File: src/rtl/jt12_ring_sched.sv
// jt12_ring_sched
// Slot scheduler and write arbiter for a per-slot recirculating shift-register
// ring. It counts time-division slots and recirculates the ring word. One
// pending write is injected as its target slot passes the tap. After reset the
// ring is flushed to rstval before any write is accepted.
//
// Optional feature: define JT12_RING_RDBACK_EN to add single-slot readback.
//
// Parameters:
//   width   data bits per slot
//   stages  slots in the ring (> 2), equals the ring depth
//   rstval  bit replicated into every ring bit during reset/flush
//
// Ports (sw = $clog2(stages)):
//   clk       in   system clock
//   rst       in   synchronous active-high reset
//   clk_en    in   slot advance enable
//   ring_out  in   [width] word leaving the ring for the current slot
//   ring_in   out  [width] word entering the ring (combinational)
//   slot      out  [sw] slot index of the word on ring_out
//   zero      out  high while slot == 0
//   ready     out  ring flushed, writes may be accepted
//   wr_req    in   write request (level)
//   wr_slot   in   [sw] target slot
//   wr_data   in   [width] word to inject
//   rd_req    in   readback request            (JT12_RING_RDBACK_EN only)
//   rd_slot   in   [sw] readback slot          (JT12_RING_RDBACK_EN only)
//   rd_busy   out  readback pending            (JT12_RING_RDBACK_EN only)
//   rd_data   out  [width] captured word       (JT12_RING_RDBACK_EN only)
//   rd_valid  out  one-clk pulse on capture    (JT12_RING_RDBACK_EN only)
//   wr_busy   out  a write is pending
//   wr_ack    out  one-clk pulse: pending write completed
//   wr_err    out  one-clk pulse with wr_ack when the write was discarded
module jt12_ring_sched #(
    parameter int   width  = 5,
    parameter int   stages = 24,
    parameter logic rstval = 1'b0,
    localparam int  sw     = $clog2(stages)
) (
    input  logic             clk,
    input  logic             rst,
    input  logic             clk_en,
    input  logic [width-1:0] ring_out,
    output logic [width-1:0] ring_in,
    output logic [sw-1:0]    slot,
    output logic             zero,
    output logic             ready,
    input  logic             wr_req,
    input  logic [sw-1:0]    wr_slot,
    input  logic [width-1:0] wr_data,
`ifdef JT12_RING_RDBACK_EN
    input  logic             rd_req,
    input  logic [sw-1:0]    rd_slot,
    output logic             rd_busy,
    output logic [width-1:0] rd_data,
    output logic             rd_valid,
`endif
    output logic             wr_busy,
    output logic             wr_ack,
    output logic             wr_err
);

    localparam logic [sw-1:0] SLOT_LAST = sw'(stages - 1);

    logic [sw-1:0]    slot_q,  slot_d;
    logic             zero_q,  zero_d;
    logic             ready_q, ready_d;
    logic [sw-1:0]    fcnt_q,  fcnt_d;
    logic             wbusy_q, wbusy_d;
    logic [sw-1:0]    wslot_q, wslot_d;
    logic [width-1:0] wdata_q, wdata_d;
    logic             ack_q,   ack_d;
    logic             err_q,   err_d;
    logic             w_oor;
    logic             w_hit;

    always_comb begin
        slot_d  = slot_q;
        ready_d = ready_q;
        fcnt_d  = fcnt_q;
        wbusy_d = wbusy_q;
        wslot_d = wslot_q;
        wdata_d = wdata_q;
        ack_d   = 1'b0;
        err_d   = 1'b0;

        if (clk_en) begin
            slot_d = (slot_q == SLOT_LAST) ? '0 : slot_q + 1'b1;
        end
        zero_d = (slot_d == '0);

        // Flush: the stages-th clk_en edge after reset sets ready, so exactly
        // one full revolution is overwritten with rstval.
        if (!ready_q && clk_en) begin
            if (fcnt_q == SLOT_LAST) begin
                ready_d = 1'b1;
            end else begin
                fcnt_d = fcnt_q + 1'b1;
            end
        end

        w_oor = (32'(wslot_q) >= stages);
        w_hit = wbusy_q && clk_en && !w_oor && (slot_q == wslot_q);

        // Acceptance is gated by the registered busy flag, so the completing
        // edge can never accept a new request.
        if (wbusy_q) begin
            if (w_oor) begin
                wbusy_d = 1'b0;
                ack_d   = 1'b1;
                err_d   = 1'b1;
            end else if (w_hit) begin
                wbusy_d = 1'b0;
                ack_d   = 1'b1;
            end
        end else if (wr_req && ready_q) begin
            wbusy_d = 1'b1;
            wslot_d = wr_slot;
            wdata_d = wr_data;
        end

        if (rst || !ready_q) begin
            ring_in = {width{rstval}};
        end else if (w_hit) begin
            ring_in = wdata_q;
        end else begin
            ring_in = ring_out;
        end
    end

    always_ff @(posedge clk) begin
        if (rst) begin
            slot_q  <= '0;
            zero_q  <= 1'b1;
            ready_q <= 1'b0;
            fcnt_q  <= '0;
            wbusy_q <= 1'b0;
            wslot_q <= '0;
            wdata_q <= '0;
            ack_q   <= 1'b0;
            err_q   <= 1'b0;
        end else begin
            slot_q  <= slot_d;
            zero_q  <= zero_d;
            ready_q <= ready_d;
            fcnt_q  <= fcnt_d;
            wbusy_q <= wbusy_d;
            wslot_q <= wslot_d;
            wdata_q <= wdata_d;
            ack_q   <= ack_d;
            err_q   <= err_d;
        end
    end

    assign slot    = slot_q;
    assign zero    = zero_q;
    assign ready   = ready_q;
    assign wr_busy = wbusy_q;
    assign wr_ack  = ack_q;
    assign wr_err  = err_q;

`ifdef JT12_RING_RDBACK_EN
    logic             rbusy_q,  rbusy_d;
    logic [sw-1:0]    rslot_q,  rslot_d;
    logic [width-1:0] rdata_q,  rdata_d;
    logic             rvalid_q, rvalid_d;
    logic             r_oor;

    // Capture samples ring_out, not ring_in, so a same-slot write on the same
    // edge yields the old word.
    always_comb begin
        rbusy_d  = rbusy_q;
        rslot_d  = rslot_q;
        rdata_d  = rdata_q;
        rvalid_d = 1'b0;
        r_oor    = (32'(rslot_q) >= stages);
        if (rbusy_q) begin
            if (r_oor) begin
                rbusy_d = 1'b0;
            end else if (clk_en && (slot_q == rslot_q)) begin
                rbusy_d  = 1'b0;
                rdata_d  = ring_out;
                rvalid_d = 1'b1;
            end
        end else if (rd_req && ready_q) begin
            rbusy_d = 1'b1;
            rslot_d = rd_slot;
        end
    end

    always_ff @(posedge clk) begin
        if (rst) begin
            rbusy_q  <= 1'b0;
            rslot_q  <= '0;
            rdata_q  <= '0;
            rvalid_q <= 1'b0;
        end else begin
            rbusy_q  <= rbusy_d;
            rslot_q  <= rslot_d;
            rdata_q  <= rdata_d;
            rvalid_q <= rvalid_d;
        end
    end

    assign rd_busy  = rbusy_q;
    assign rd_data  = rdata_q;
    assign rd_valid = rvalid_q;
`endif

endmodule

File: config.mk
export PLATFORM = sky130hd
export DESIGN_NAME = jt12_ring_sched
export DESIGN_NICKNAME = d
export VERILOG_FILES = /design/src/rtl/jt12_ring_sched.sv
export SDC_FILE = /design/constraint.sdc
export NUM_CORES = 1
export LEC_CHECK = 0
export ABC_CLOCK_PERIOD_IN_PS = 4250
export CAP_MARGIN = 30
export CORE_ASPECT_RATIO = 1.5
export CORE_MARGIN = 4
export CORE_UTILIZATION = 35
export DETAILED_ROUTE_END_ITERATION = 10
export GPL_TIMING_DRIVEN = 0
export MAX_ROUTING_LAYER = met4
export PLACE_DENSITY = 0.69
export SLEW_MARGIN = 20
export SYNTH_ARGS = -nofsm -noshare
export SYNTH_HDL_FRONTEND = slang
export SYNTH_SLANG_ARGS = --single-unit
File: constraint.sdc
create_clock -name clk -period 4.25 [get_ports clk]
set_input_delay 1.275 -clock clk [delete_from_list [all_inputs] [get_ports clk]]
set_output_delay 1.275 -clock clk [all_outputs]
set_load 0.005 [all_outputs]
==> metrics.txt, run 1 <==
# TYPE chip_impl_metric gauge
chip_impl_metric{name="path_clk_slew",unit="ns"} 0.08
chip_impl_info{name="regToRegStartpoint",value="slot[0]"} 1
chip_impl_metric{name="grt_start_max_net_pins",unit=""} 14
chip_impl_metric{name="cts_sinks",unit=""} 25
chip_impl_metric{name="tightestPinTransition",unit="ns"} 0.306
chip_impl_metric{name="drt_iter0_markers",unit=""} 15
chip_impl_metric{name="number_of_enable_flip_flop_cells_after_synthesis",unit=""} 0
chip_impl_info{name="worstSetupStartpointType",value="input pin"} 1
chip_impl_metric{name="timing.final.setup_violations",unit=""} 0
chip_impl_metric{name="p_switching",unit="mW"} 0.0980
chip_impl_metric{name="cts_max_path_buffers",unit=""} 2
chip_impl_info{name="worst_r2r_endpoint",value="zero"} 1
chip_impl_metric{name="port_buffers",unit=""} 32
chip_impl_metric{name="critical_path.max_fanout",unit=""} 7
chip_impl_metric{name="syn2layout_area_growth",unit="%"} 36.2
chip_impl_metric{name="vias_per_cell",unit=""} 4.94
chip_impl_metric{name="syn-num-nets",unit=""} 146
chip_impl_metric{name="setup.reg_to_reg.worst_slack",unit="ns"} 2.78
chip_impl_metric{name="postLayoutSetupSlackWorst",unit="ns"} 0.181
chip_impl_metric{name="irDropWorstVdd",unit="uV"} 123
chip_impl_info{name="whs_endpoint",value="fcnt_q[1]"} 1
chip_impl_info{name="main_combinational_cell_family_by_area_after_synthesis",value="simple AND/OR/NAND/NOR gates"} 1
chip_impl_metric{name="dp_hpwl",unit="mm"} 2.07
chip_impl_metric{name="final_area",unit="mm2"} 0.00156
chip_impl_metric{name="drive_gt1_share",unit="%"} 8.07
chip_impl_info{name="root_buffer",value="clkbuf_8"} 1
chip_impl_metric{name="cellLeakagePower",unit="nW"} 0.644
chip_impl_info{name="tritoncts",value="yes"} 1
chip_impl_metric{name="synth-seq-area-share",unit="%"} 43.7
chip_impl_metric{name="postSynth.asyncResetShare",unit="%"} 0
chip_impl_metric{name="maxCapViolations",unit=""} 0
chip_impl_metric{name="clock_period_minus_worst_slack",unit="ns"} 4.07
chip_impl_metric{name="synth_seq_cells",unit=""} 25
chip_impl_metric{name="finalWeightedCongestion",unit=""} 0.746
chip_impl_metric{name="final_hold_viol_count",unit=""} 0
chip_impl_metric{name="detail_route.wirelength",unit="mm"} 2.67
chip_impl_metric{name="grt_pass1_vias",unit=""} 1033
chip_impl_metric{name="area_of_the_die",unit="mm2"} 0.00427
chip_impl_metric{name="postSynthAreaPerCell",unit="um2"} 9.17
chip_impl_metric{name="grt_util_all_layers",unit="%"} 14.3
chip_impl_info{name="hold_path_class",value="flip-flop to flip-flop"} 1
chip_impl_metric{name="yosys.area.top_type_share",unit="%"} 43.7
chip_impl_metric{name="clockPowerShare",unit="%"} 31.8
chip_impl_metric{name="grt_remaining_overflow",unit=""} 0
chip_impl_metric{name="drt_pre_antenna_iters",unit=""} 4
chip_impl_metric{name="drc_violation_count_after_routing",unit=""} 0
chip_impl_metric{name="yosys_warnings",unit=""} 0
chip_impl_info{name="outcome",value="finished clean"} 1
chip_impl_metric{name="timing.clock.skew",unit="ns"} 0.00645
chip_impl_metric{name="via_count",unit=""} 993
chip_impl_metric{name="num_io_pins",unit=""} 34
chip_impl_metric{name="dp_worst_setup_slack",unit="ns"} 0.190
chip_impl_metric{name="layout.nets",unit=""} 183
chip_impl_info{name="worst_hold_startpoint",value="fcnt_q[1]"} 1
chip_impl_metric{name="cts-hold-fix-buffers",unit=""} 0
chip_impl_metric{name="r2r.worst_path.cells",unit=""} 5
chip_impl_metric{name="timing.critical_path.required",unit="ns"} 2.97
chip_impl_metric{name="power_switching_share",unit="%"} 22.5
chip_impl_metric{name="setup_total_negative_slack",unit="ns"} 0
chip_impl_metric{name="power_frac_comb",unit="%"} 12.0
chip_impl_metric{name="timing.fmax",unit="MHz"} 246
chip_impl_metric{name="n_antenna_cell",unit=""} 0
chip_impl_metric{name="cts_setup_buffers",unit=""} 0
chip_impl_metric{name="synth_area",unit="mm2"} 0.00115
chip_impl_metric{name="die_w",unit="um"} 54.7
chip_impl_metric{name="slew-limit-headroom",unit="%"} 79.5
chip_impl_metric{name="synth_cell_types",unit=""} 27
chip_impl_metric{name="muxShareOfSynthArea",unit="%"} 10.5
chip_impl_metric{name="simple_gate_share_of_the_synthesized_area",unit="%"} 23.4
chip_impl_info{name="rsz0062_at_grt",value="false"} 1
chip_impl_metric{name="clock_insertion_delay_worst_skew",unit="ns"} 0.27
chip_impl_metric{name="wire_length_of_the_first_global_routing_pass",unit="mm"} 4.33
chip_impl_info{name="endpoint_kind",value="primary output"} 1
chip_impl_metric{name="synth_xor_area_share",unit="%"} 9.17
chip_impl_metric{name="fp-row-count",unit=""} 25
chip_impl_metric{name="finalCritPeriodShare",unit="%"} 95.7
chip_impl_metric{name="placed_cell_area",unit="mm2"} 0.00152
chip_impl_metric{name="post_cts_resized",unit=""} 0
chip_impl_info{name="timing_worst_setup_path_type",value="input pin to primary output"} 1
chip_impl_metric{name="synthCells",unit=""} 125
chip_impl_metric{name="yosys.area_share.adder",unit="%"} 2.18
chip_impl_metric{name="drtAntennaViolNets",unit=""} 0
chip_impl_info{name="synth.area.top_cells",value="dfxtp_1 44%, mux2i_1 10%, nor2_1 6.2%, xnor2_1 4.6%, xor2_1 4.6%"} 1
chip_impl_info{name="post-synth-top-count-cell",value="dfxtp_1"} 1
chip_impl_metric{name="die_h",unit="um"} 78.1
chip_impl_metric{name="core_region_area",unit="mm2"} 0.00316
chip_impl_info{name="synth_top_flop_cell",value="dfxtp_1"} 1
chip_impl_metric{name="detail_route.wl_per_cell",unit="um"} 13.3
chip_impl_metric{name="powerDensity",unit="mW/mm2"} 279
chip_impl_metric{name="fin_total_pwr",unit="mW"} 0.436
chip_impl_metric{name="synth-compound-area-share",unit="%"} 7.64
chip_impl_info{name="yosysTopAreaCell",value="dfxtp_1"} 1
chip_impl_info{name="synthTopCellsByCount",value="25 x dfxtp_1, 19 x nor2_1, 12 x mux2i_1, 10 x a21oi_1, 9 x nand3_1"} 1
chip_impl_metric{name="power.internal",unit="mW"} 0.338
chip_impl_metric{name="hold-path-cell-count",unit=""} 2
chip_impl_metric{name="tritoncts_buffer_count",unit=""} 3
chip_impl_metric{name="finalMaxSlewViolations",unit=""} 0
chip_impl_metric{name="htreeDepth",unit=""} 1
chip_impl_metric{name="timing.critical_path.arrival",unit="ns"} 2.79
chip_impl_metric{name="initial_core_util",unit="%"} 36.3
chip_impl_metric{name="p_seq_share",unit="%"} 56.2
chip_impl_metric{name="grt_antenna_before_repair",unit=""} 0
[worst max-delay path by stage]
stage	start	to	slack [ns]	cells after the start
3_5_place_dp	rst	ring_in[0]	0.19	4
4_1_cts	rst	ring_in[0]	0.19	4
3_3_place_gp	rst	ring_in[0]	0.21	4
6_report	rst	ring_in[4]	0.18	4
5_1_grt	rst	ring_in[0]	0.07	4
2_1_floorplan	clk_en	ring_in[0]	1.07	5
[per-stage QoR]
step                      cells  util (%)  hold slack, ns
after floorplan             125         -           0.449
after global placement      197      48.0           0.460
after detailed placement    197      48.0           0.477
after CTS                   201      49.4           0.488
after global routing        201      49.4           0.531
final                       201      49.4           0.490
[worst max-delay path: stages]
cell and delay [ns]:
clkdlybuf4s50_1 0.56, nand2b_1 0.29, a21oi_1 0.15, clkdlybuf4s50_1 0.52
[per-layer routing]
metal  vias up  global-route usage (%)  routed length (um)
li1        500                       -                   -
met1       461                    14.4                1100
met4         0                    8.23                  57
met3         4                    2.66                 165
met5         -                       -                   0
met2        28                    24.3                1350
[power groups by stage]
stage	clock network, mW	registers (mW)	logic [mW]
finish	0.139	0.245	0.0525
global route	0.153	0.246	0.0577
CTS	0.145	0.245	0.0533
detailed placement	0	0.251	0.0530
global placement	0	0.250	0.0515
floorplan	0	0.250	0.0234
[layout by cell type, fill, tap and decap left out, types with 2 or more instances in the layout]
cell and count:
nand3_1 9, nand2b_1 2, clkbuf_8 3, and3_1 2, dfxtp_1 25, o21ai_0 6
a21oi_1 10, nor2_1 19, buf_2 5, xnor2_1 6, mux2i_1 12, xor2_1 6
nand4_1 3, nand2_1 5, ha_1 2, clkdlybuf4s50_1 32
[layout make-up]
class	instances	area, um2
fill	316	1600
tap	40	50.0
sequential	25	500
timing repair buffer	32	320
inverter	1	3.75
clock buffer	4	45.0
buffer	6	36.3
multi-input combinational	93	606
[sequential cells by signal, indices dropped and copies added, names as in the netlist]
signal   count
wslot_q      5
fcnt_q       5
zero         1
ready        1
wr_busy      1
wr_err       1
slot         5
wr_ack       1
wdata_q      5
[cell families after synthesis]
kind of cell	Yosys count
AO/OA/AOI/OAI	17
AND/OR/NAND/NOR	50
buffers and inverters	7
flip-flops	25
XOR/XNOR	12
multiplexers	12
adder cells (fa/ha/maj)	2
Note: power is estimated with default switching activity, not from simulation.
==> run 2, diff against run 1 <==
Settings changed: MAX_ROUTING_LAYER met4 to unset, REMOVE_ABC_BUFFERS set to 1.
==> run 2 against run 1 <==
Hold slack worse by 0.014 ns. Fmax is 3.6% higher. Total power is 0.77% lower. First-iteration DRC count is 13% lower. Cell count is 2.5% lower. Critical endpoint is now ring_in[0]. Sequential power hardly changed. Register-to-register slack hardly changed. Combinational power is 5.5% lower. Clock skew is 0.0042 ns lower. Core utilization is 1.1 points lower. Setup slack better by 0.14 ns.
==> metrics.txt, run 2 (synthesis results as in run 1) <==
# TYPE chip_impl_metric gauge
chip_impl_metric{name="area_of_the_die",unit="mm2"} 0.00427
chip_impl_metric{name="num-fill-cells",unit=""} 309
chip_impl_metric{name="drive_gt1_share",unit="%"} 5.77
chip_impl_metric{name="slew-limit-headroom",unit="%"} 52.4
chip_impl_metric{name="cts_setup_buffers",unit=""} 0
chip_impl_metric{name="detail_route.wirelength",unit="mm"} 2.58
chip_impl_info{name="timing.critical_path.slowest_stage_cell",value="clkdlybuf4s50_1"} 1
chip_impl_metric{name="timing.final.setup_violations",unit=""} 0
chip_impl_metric{name="dp_worst_setup_slack",unit="ns"} -0.328
chip_impl_metric{name="clock_insertion_delay_worst_skew",unit="ns"} 0.27
chip_impl_info{name="root_buffer",value="clkbuf_8"} 1
chip_impl_metric{name="fp-row-count",unit=""} 25
chip_impl_metric{name="tightestPinTransition",unit="ns"} 0.712
chip_impl_metric{name="detail_route.wl_per_cell",unit="um"} 13.2
chip_impl_metric{name="initial_core_util",unit="%"} 36.3
chip_impl_metric{name="tritoncts_buffer_count",unit=""} 3
chip_impl_metric{name="postLayoutSetupSlackWorst",unit="ns"} 0.324
chip_impl_metric{name="slowest_delay",unit="ns"} 0.52
chip_impl_metric{name="irDropWorstVdd",unit="uV"} 164
chip_impl_metric{name="wire_length_of_the_first_global_routing_pass",unit="mm"} 4.15
chip_impl_info{name="mostFrequentLayoutCells",value="31 x clkdlybuf4s50_1, 25 x dfxtp_1, 19 x nor2_1"} 1
chip_impl_metric{name="path_clk_slew",unit="ns"} 0.08
chip_impl_info{name="endpoint_kind",value="primary output"} 1
chip_impl_metric{name="htreeDepth",unit=""} 1
chip_impl_metric{name="critical_path.max_fanout",unit=""} 9
chip_impl_metric{name="dp_hpwl",unit="mm"} 1.92
chip_impl_metric{name="layout.nets",unit=""} 178
chip_impl_metric{name="cts_max_path_buffers",unit=""} 2
chip_impl_metric{name="die_w",unit="um"} 54.7
chip_impl_info{name="outcome",value="finished clean"} 1
chip_impl_metric{name="num_io_pins",unit=""} 34
chip_impl_metric{name="timing.critical_path.arrival",unit="ns"} 2.65
chip_impl_metric{name="finalMaxSlewViolations",unit=""} 0
chip_impl_metric{name="cts_sinks",unit=""} 25
chip_impl_metric{name="grt_start_max_net_pins",unit=""} 26
chip_impl_info{name="timing_worst_setup_path_type",value="input pin to primary output"} 1
chip_impl_metric{name="grt_antenna_before_repair",unit=""} 0
chip_impl_metric{name="core_region_area",unit="mm2"} 0.00316
chip_impl_info{name="rsz0062_at_grt",value="false"} 1
chip_impl_metric{name="vias_per_cell",unit=""} 5.01
chip_impl_info{name="mostFrequentLayoutCell",value="clkdlybuf4s50_1"} 1
chip_impl_metric{name="drc_violation_count_after_routing",unit=""} 0
chip_impl_metric{name="n_antenna_cell",unit=""} 0
chip_impl_metric{name="multiInputGateArea",unit="um2"} 606
chip_impl_info{name="hold_path_class",value="flip-flop to flip-flop"} 1
chip_impl_metric{name="final_hold_viol_count",unit=""} 0
chip_impl_info{name="worstSetupStartpointType",value="input pin"} 1
chip_impl_metric{name="via_count",unit=""} 981
chip_impl_metric{name="drt_iter0_markers",unit=""} 13
chip_impl_metric{name="syn2layout_area_growth",unit="%"} 33.1
chip_impl_metric{name="drt_pre_antenna_iters",unit=""} 4
chip_impl_metric{name="drtAntennaViolNets",unit=""} 0
chip_impl_metric{name="timing.fmax",unit="MHz"} 255
chip_impl_metric{name="finalCritPeriodShare",unit="%"} 92.4
chip_impl_metric{name="clock_period_minus_worst_slack",unit="ns"} 3.93
chip_impl_metric{name="grt_pass1_vias",unit=""} 982
chip_impl_metric{name="timing.critical_path.required",unit="ns"} 2.97
chip_impl_metric{name="final.hold.worst_slack",unit="ns"} 0.475
chip_impl_metric{name="grt_util_all_layers",unit="%"} 13.2
chip_impl_metric{name="finalWeightedCongestion",unit=""} 0.699
chip_impl_info{name="timing.critical_path.cells",value="clkbuf_2 > and4_1 > nand3_1 > a21oi_1 > clkdlybuf4s50_1"} 1
chip_impl_metric{name="powerDensity",unit="mW/mm2"} 284
chip_impl_metric{name="cellLeakagePower",unit="nW"} 0.624
chip_impl_metric{name="port_buffers",unit=""} 33
chip_impl_info{name="tritoncts",value="yes"} 1
chip_impl_metric{name="timing.clock.skew",unit="ns"} 0.00223
chip_impl_metric{name="maxCapViolations",unit=""} 0
chip_impl_metric{name="fin_total_pwr",unit="mW"} 0.433
chip_impl_metric{name="seqCellArea",unit="um2"} 500
chip_impl_metric{name="die_h",unit="um"} 78.1
chip_impl_metric{name="grt_remaining_overflow",unit=""} 0
==> run 2: cell count changes in the layout (fill, tap and decap cells not counted) <==
cell             previous run  this run
buf_2                       5         0
buf_6                       1         0
clkbuf_2                    0         2
clkdlybuf4s50_1            32        31
==> run 2: repair_timing <==
action	4_1_cts	5_1_grt
hold buffers	0	0
setup endpoints to repair	5	5
gates cloned	0	0
hold endpoints to repair	0	0
gates resized for setup	2	4
==> run 2: power by group <==
part	switching (mW)	leakage, nW	internal (mW)
logic	0.0203	0.399	0.0293
clock network	0.0712	0.0228	0.0670
registers	0.00549	0.202	0.240
==> run 2: through the flow <==
step / util [%] / std cells / setup TNS [ns] / area [um2]
detailed placement: 47.2 / 192 / -1.50 / 1490
global placement: 47.2 / 192 / -1.26 / 1490
finish: 48.3 / 196 / 0 / 1530
CTS: 48.5 / 196 / 0 / 1530
floorplan: - / 119 / 0 / 1110
global route: 48.3 / 196 / 0 / 1530
==> run 2: path summary, 6_finish.rpt <==
check             cells past startpoint          to  slack (ns)      start
setup / recovery                      5  ring_in[0]        0.32     clk_en
hold / removal                        2   fcnt_q[1]        0.48  fcnt_q[1]
setup reg to reg                      5        zero        2.77    slot[0]
hold reg to reg                       2   fcnt_q[1]        0.48  fcnt_q[1]
==> run 2: metal layers <==
layer | vias up | part of all wire (%) | GRT usage [%]
met1 | 458 | 41 | 13.3
li1 | 489 | - | -
met4 | 0 | 2.6 | 7.48
met3 | 5 | 5.1 | 2.66
met5 | - | 0 | 0
met2 | 29 | 52 | 23.5
==> run 2: worst max-delay path: cells and delay by family <==
kind                   cells  cell delay [ns]
buffers and inverters      2             0.73
AOI/OAI and AO/OA          1             0.18
and+or+nand+nor            2             0.46
==> run 2: cell type report <==
type                    count  area share (%)
inverters                   1           0.246
flip-flops and latches     25            32.8
well taps                  40            3.28
repair buffers             33            21.0
multi-input cells          93            39.7
clock buffers               4            2.95
==> run 3, diff against run 2 <==
Settings changed: CORE_UTILIZATION 35 to 38, PLACE_DENSITY 0.69 to 0.74.
==> run 3 against run 2 <==
Cell count shrank 0.51%. Via count shrank 1.7%. First-iteration DRC count grew 15%. Global-route usage grew 1.1 points. Fmax shrank 4.9%. Count of clock-buffer cells in the layout is the same. Non-clock buffer count is the same. Register-to-register slack is essentially flat. Combinational power is essentially flat. Setup slack lost 0.20 ns. Total power is essentially flat. Critical path type unchanged. Highest routed layer unchanged.
==> metrics.txt, run 3 (synthesis results as in run 1) <==
# TYPE chip_impl_metric gauge
chip_impl_metric{name="vias_per_cell",unit=""} 4.94
chip_impl_metric{name="initial_core_util",unit="%"} 39.3
chip_impl_metric{name="layout.nets",unit=""} 178
chip_impl_metric{name="timing.fmax",unit="MHz"} 242
chip_impl_metric{name="syn2layout_area_growth",unit="%"} 33.7
chip_impl_metric{name="finalMaxSlewViolations",unit=""} 0
chip_impl_info{name="regToRegStartpoint",value="ready"} 1
chip_impl_metric{name="cts-hold-fix-buffers",unit=""} 0
chip_impl_metric{name="timing.clock.skew",unit="ns"} 0.00674
chip_impl_metric{name="placed_cell_area",unit="mm2"} 0.00149
chip_impl_info{name="outcome",value="finished clean"} 1
chip_impl_metric{name="cellLeakagePower",unit="nW"} 0.625
chip_impl_metric{name="cts_sinks",unit=""} 25
chip_impl_metric{name="slew-limit-headroom",unit="%"} 42.7
chip_impl_info{name="tritoncts",value="yes"} 1
chip_impl_metric{name="wire_length_of_the_first_global_routing_pass",unit="mm"} 4.26
chip_impl_metric{name="clock_period_minus_worst_slack",unit="ns"} 4.13
chip_impl_metric{name="path_clk_slew",unit="ns"} 0.08
chip_impl_metric{name="dp_hpwl",unit="mm"} 1.97
chip_impl_metric{name="n_antenna_cell",unit=""} 0
chip_impl_metric{name="timing.critical_path.required",unit="ns"} 2.97
chip_impl_metric{name="post-route-util",unit="%"} 52.6
chip_impl_metric{name="fp-row-count",unit=""} 24
chip_impl_metric{name="drtAntennaViolNets",unit=""} 0
chip_impl_metric{name="clock_insertion_delay_worst_skew",unit="ns"} 0.26
chip_impl_metric{name="port_buffers",unit=""} 33
chip_impl_metric{name="die_h",unit="um"} 75.3
chip_impl_metric{name="finalWeightedCongestion",unit=""} 0.726
chip_impl_metric{name="critical_path.max_fanout",unit=""} 25
chip_impl_metric{name="num_io_pins",unit=""} 34
chip_impl_metric{name="drive_gt1_share",unit="%"} 4.49
chip_impl_metric{name="via_count",unit=""} 964
chip_impl_metric{name="grt_start_max_net_pins",unit=""} 26
chip_impl_metric{name="core_region_area",unit="mm2"} 0.00291
chip_impl_metric{name="final_area",unit="mm2"} 0.00153
chip_impl_metric{name="timing.final.setup_violations",unit=""} 0
chip_impl_metric{name="cts_setup_buffers",unit=""} 0
chip_impl_metric{name="cts_max_path_buffers",unit=""} 2
chip_impl_info{name="hold_path_class",value="flip-flop to flip-flop"} 1
chip_impl_info{name="worst_hold_startpoint",value="fcnt_q[1]"} 1
chip_impl_metric{name="drc_violation_count_after_routing",unit=""} 0
chip_impl_info{name="mostFrequentLayoutCell",value="clkdlybuf4s50_1"} 1
chip_impl_metric{name="area_of_the_die",unit="mm2"} 0.00398
chip_impl_info{name="worstSetupStartpointType",value="input pin"} 1
chip_impl_metric{name="detail_route.wirelength",unit="mm"} 2.53
chip_impl_metric{name="htreeDepth",unit=""} 1
chip_impl_metric{name="finalCritPeriodShare",unit="%"} 97.1
chip_impl_metric{name="grt_util_all_layers",unit="%"} 14.3
chip_impl_metric{name="drt_pre_antenna_iters",unit=""} 3
chip_impl_info{name="critical_path.startpoint",value="rst"} 1
chip_impl_metric{name="hold-path-cell-count",unit=""} 2
chip_impl_info{name="rsz0062_at_grt",value="false"} 1
chip_impl_metric{name="tightestPinTransition",unit="ns"} 0.860
chip_impl_metric{name="grt_remaining_overflow",unit=""} 0
chip_impl_metric{name="grt_antenna_before_repair",unit=""} 0
chip_impl_info{name="root_buffer",value="clkbuf_8"} 1
chip_impl_metric{name="detail_route.wl_per_cell",unit="um"} 13.0
chip_impl_metric{name="irDropWorstVdd",unit="uV"} 192
chip_impl_metric{name="r2r.worst_path.cells",unit=""} 3
chip_impl_metric{name="die_w",unit="um"} 52.8
chip_impl_info{name="endpoint_kind",value="primary output"} 1
chip_impl_metric{name="tritoncts_buffer_count",unit=""} 3
chip_impl_metric{name="powerDensity",unit="mW/mm2"} 282
chip_impl_info{name="timing_worst_setup_path_type",value="input pin to primary output"} 1
chip_impl_metric{name="final_hold_viol_count",unit=""} 0
chip_impl_metric{name="maxCapViolations",unit=""} 0
chip_impl_metric{name="drt_iter0_markers",unit=""} 15
chip_impl_metric{name="grt_pass1_vias",unit=""} 995
chip_impl_metric{name="timing.critical_path.arrival",unit="ns"} 2.85
chip_impl_info{name="mostFrequentLayoutCells",value="31 x clkdlybuf4s50_1, 25 x dfxtp_1, 19 x nor2_1"} 1
run 3: cell count changes in the layout (fill, tap and decap cells not counted):
cell	before	now
dlygate4sd2_1	0	1
clkdlybuf4s15_1	0	1
clkbuf_2	2	0
run 3: path summary, 6_finish.rpt:
kind	endpoint	slack [ns]
max	ring_in[1]	0.12
min reg2reg	fcnt_q[1]	0.48
max reg2reg	wslot_q[0]	2.76
min	fcnt_q[1]	0.48
run 3: cell type report:
cell class                      instances  area, um2
Multi-Input combinational cell         93        606
Fill cell                             292       1380
Inverter                                1       3.75
Tap cell                               39       48.8
Clock buffer                            4       45.0
Timing Repair Buffer                   33        329
Sequential cell                        25        500
run 3: where the power goes:
| part | internal [mW] | switching (mW) |
|---|---|---|
| logic | 0.0297 | 0.0198 |
| registers | 0.240 | 0.00548 |
| clock network | 0.0669 | 0.0712 |
run 3: layer usage:
| metal | vias up | wire, um | GRT usage [%] | share of wire [%] |
|---|---|---|---|---|
| met5 | - | 0 | 0 | 0 |
| met1 | 440 | 1060 | 16.5 | 42 |
| met4 | 0 | 43 | 6.53 | 1.7 |
| met3 | 4 | 114 | 2.97 | 4.5 |
| met2 | 25 | 1310 | 25.0 | 52 |
| li1 | 495 | - | - | - |
run 3: worst max-delay path: stages:
cell and delay [ns]:
dlygate4sd2_1 0.76, nand2b_1 0.29, a21oi_1 0.06, clkdlybuf4s50_1 0.45
run 3: stage by stage:
step	worst slack, ns	power [mW]	hold WS, ns	instances	setup TNS [ns]
finish	0.124	0.433	0.476	195	0
global route	0.00640	0.452	0.516	195	0
CTS	0.0953	0.437	0.480	195	0
detailed placement	-0.279	0.301	0.469	191	-1.31
global placement	-0.241	0.300	0.456	191	-1.16
floorplan	1.20	0.268	0.443	119	0
run 3: timing repair:
action,4_1_cts,5_1_grt
endpoints found under the setup margin,5,2
endpoints found under the hold margin,0,0
pin swaps,0,1
resized for setup,2,1
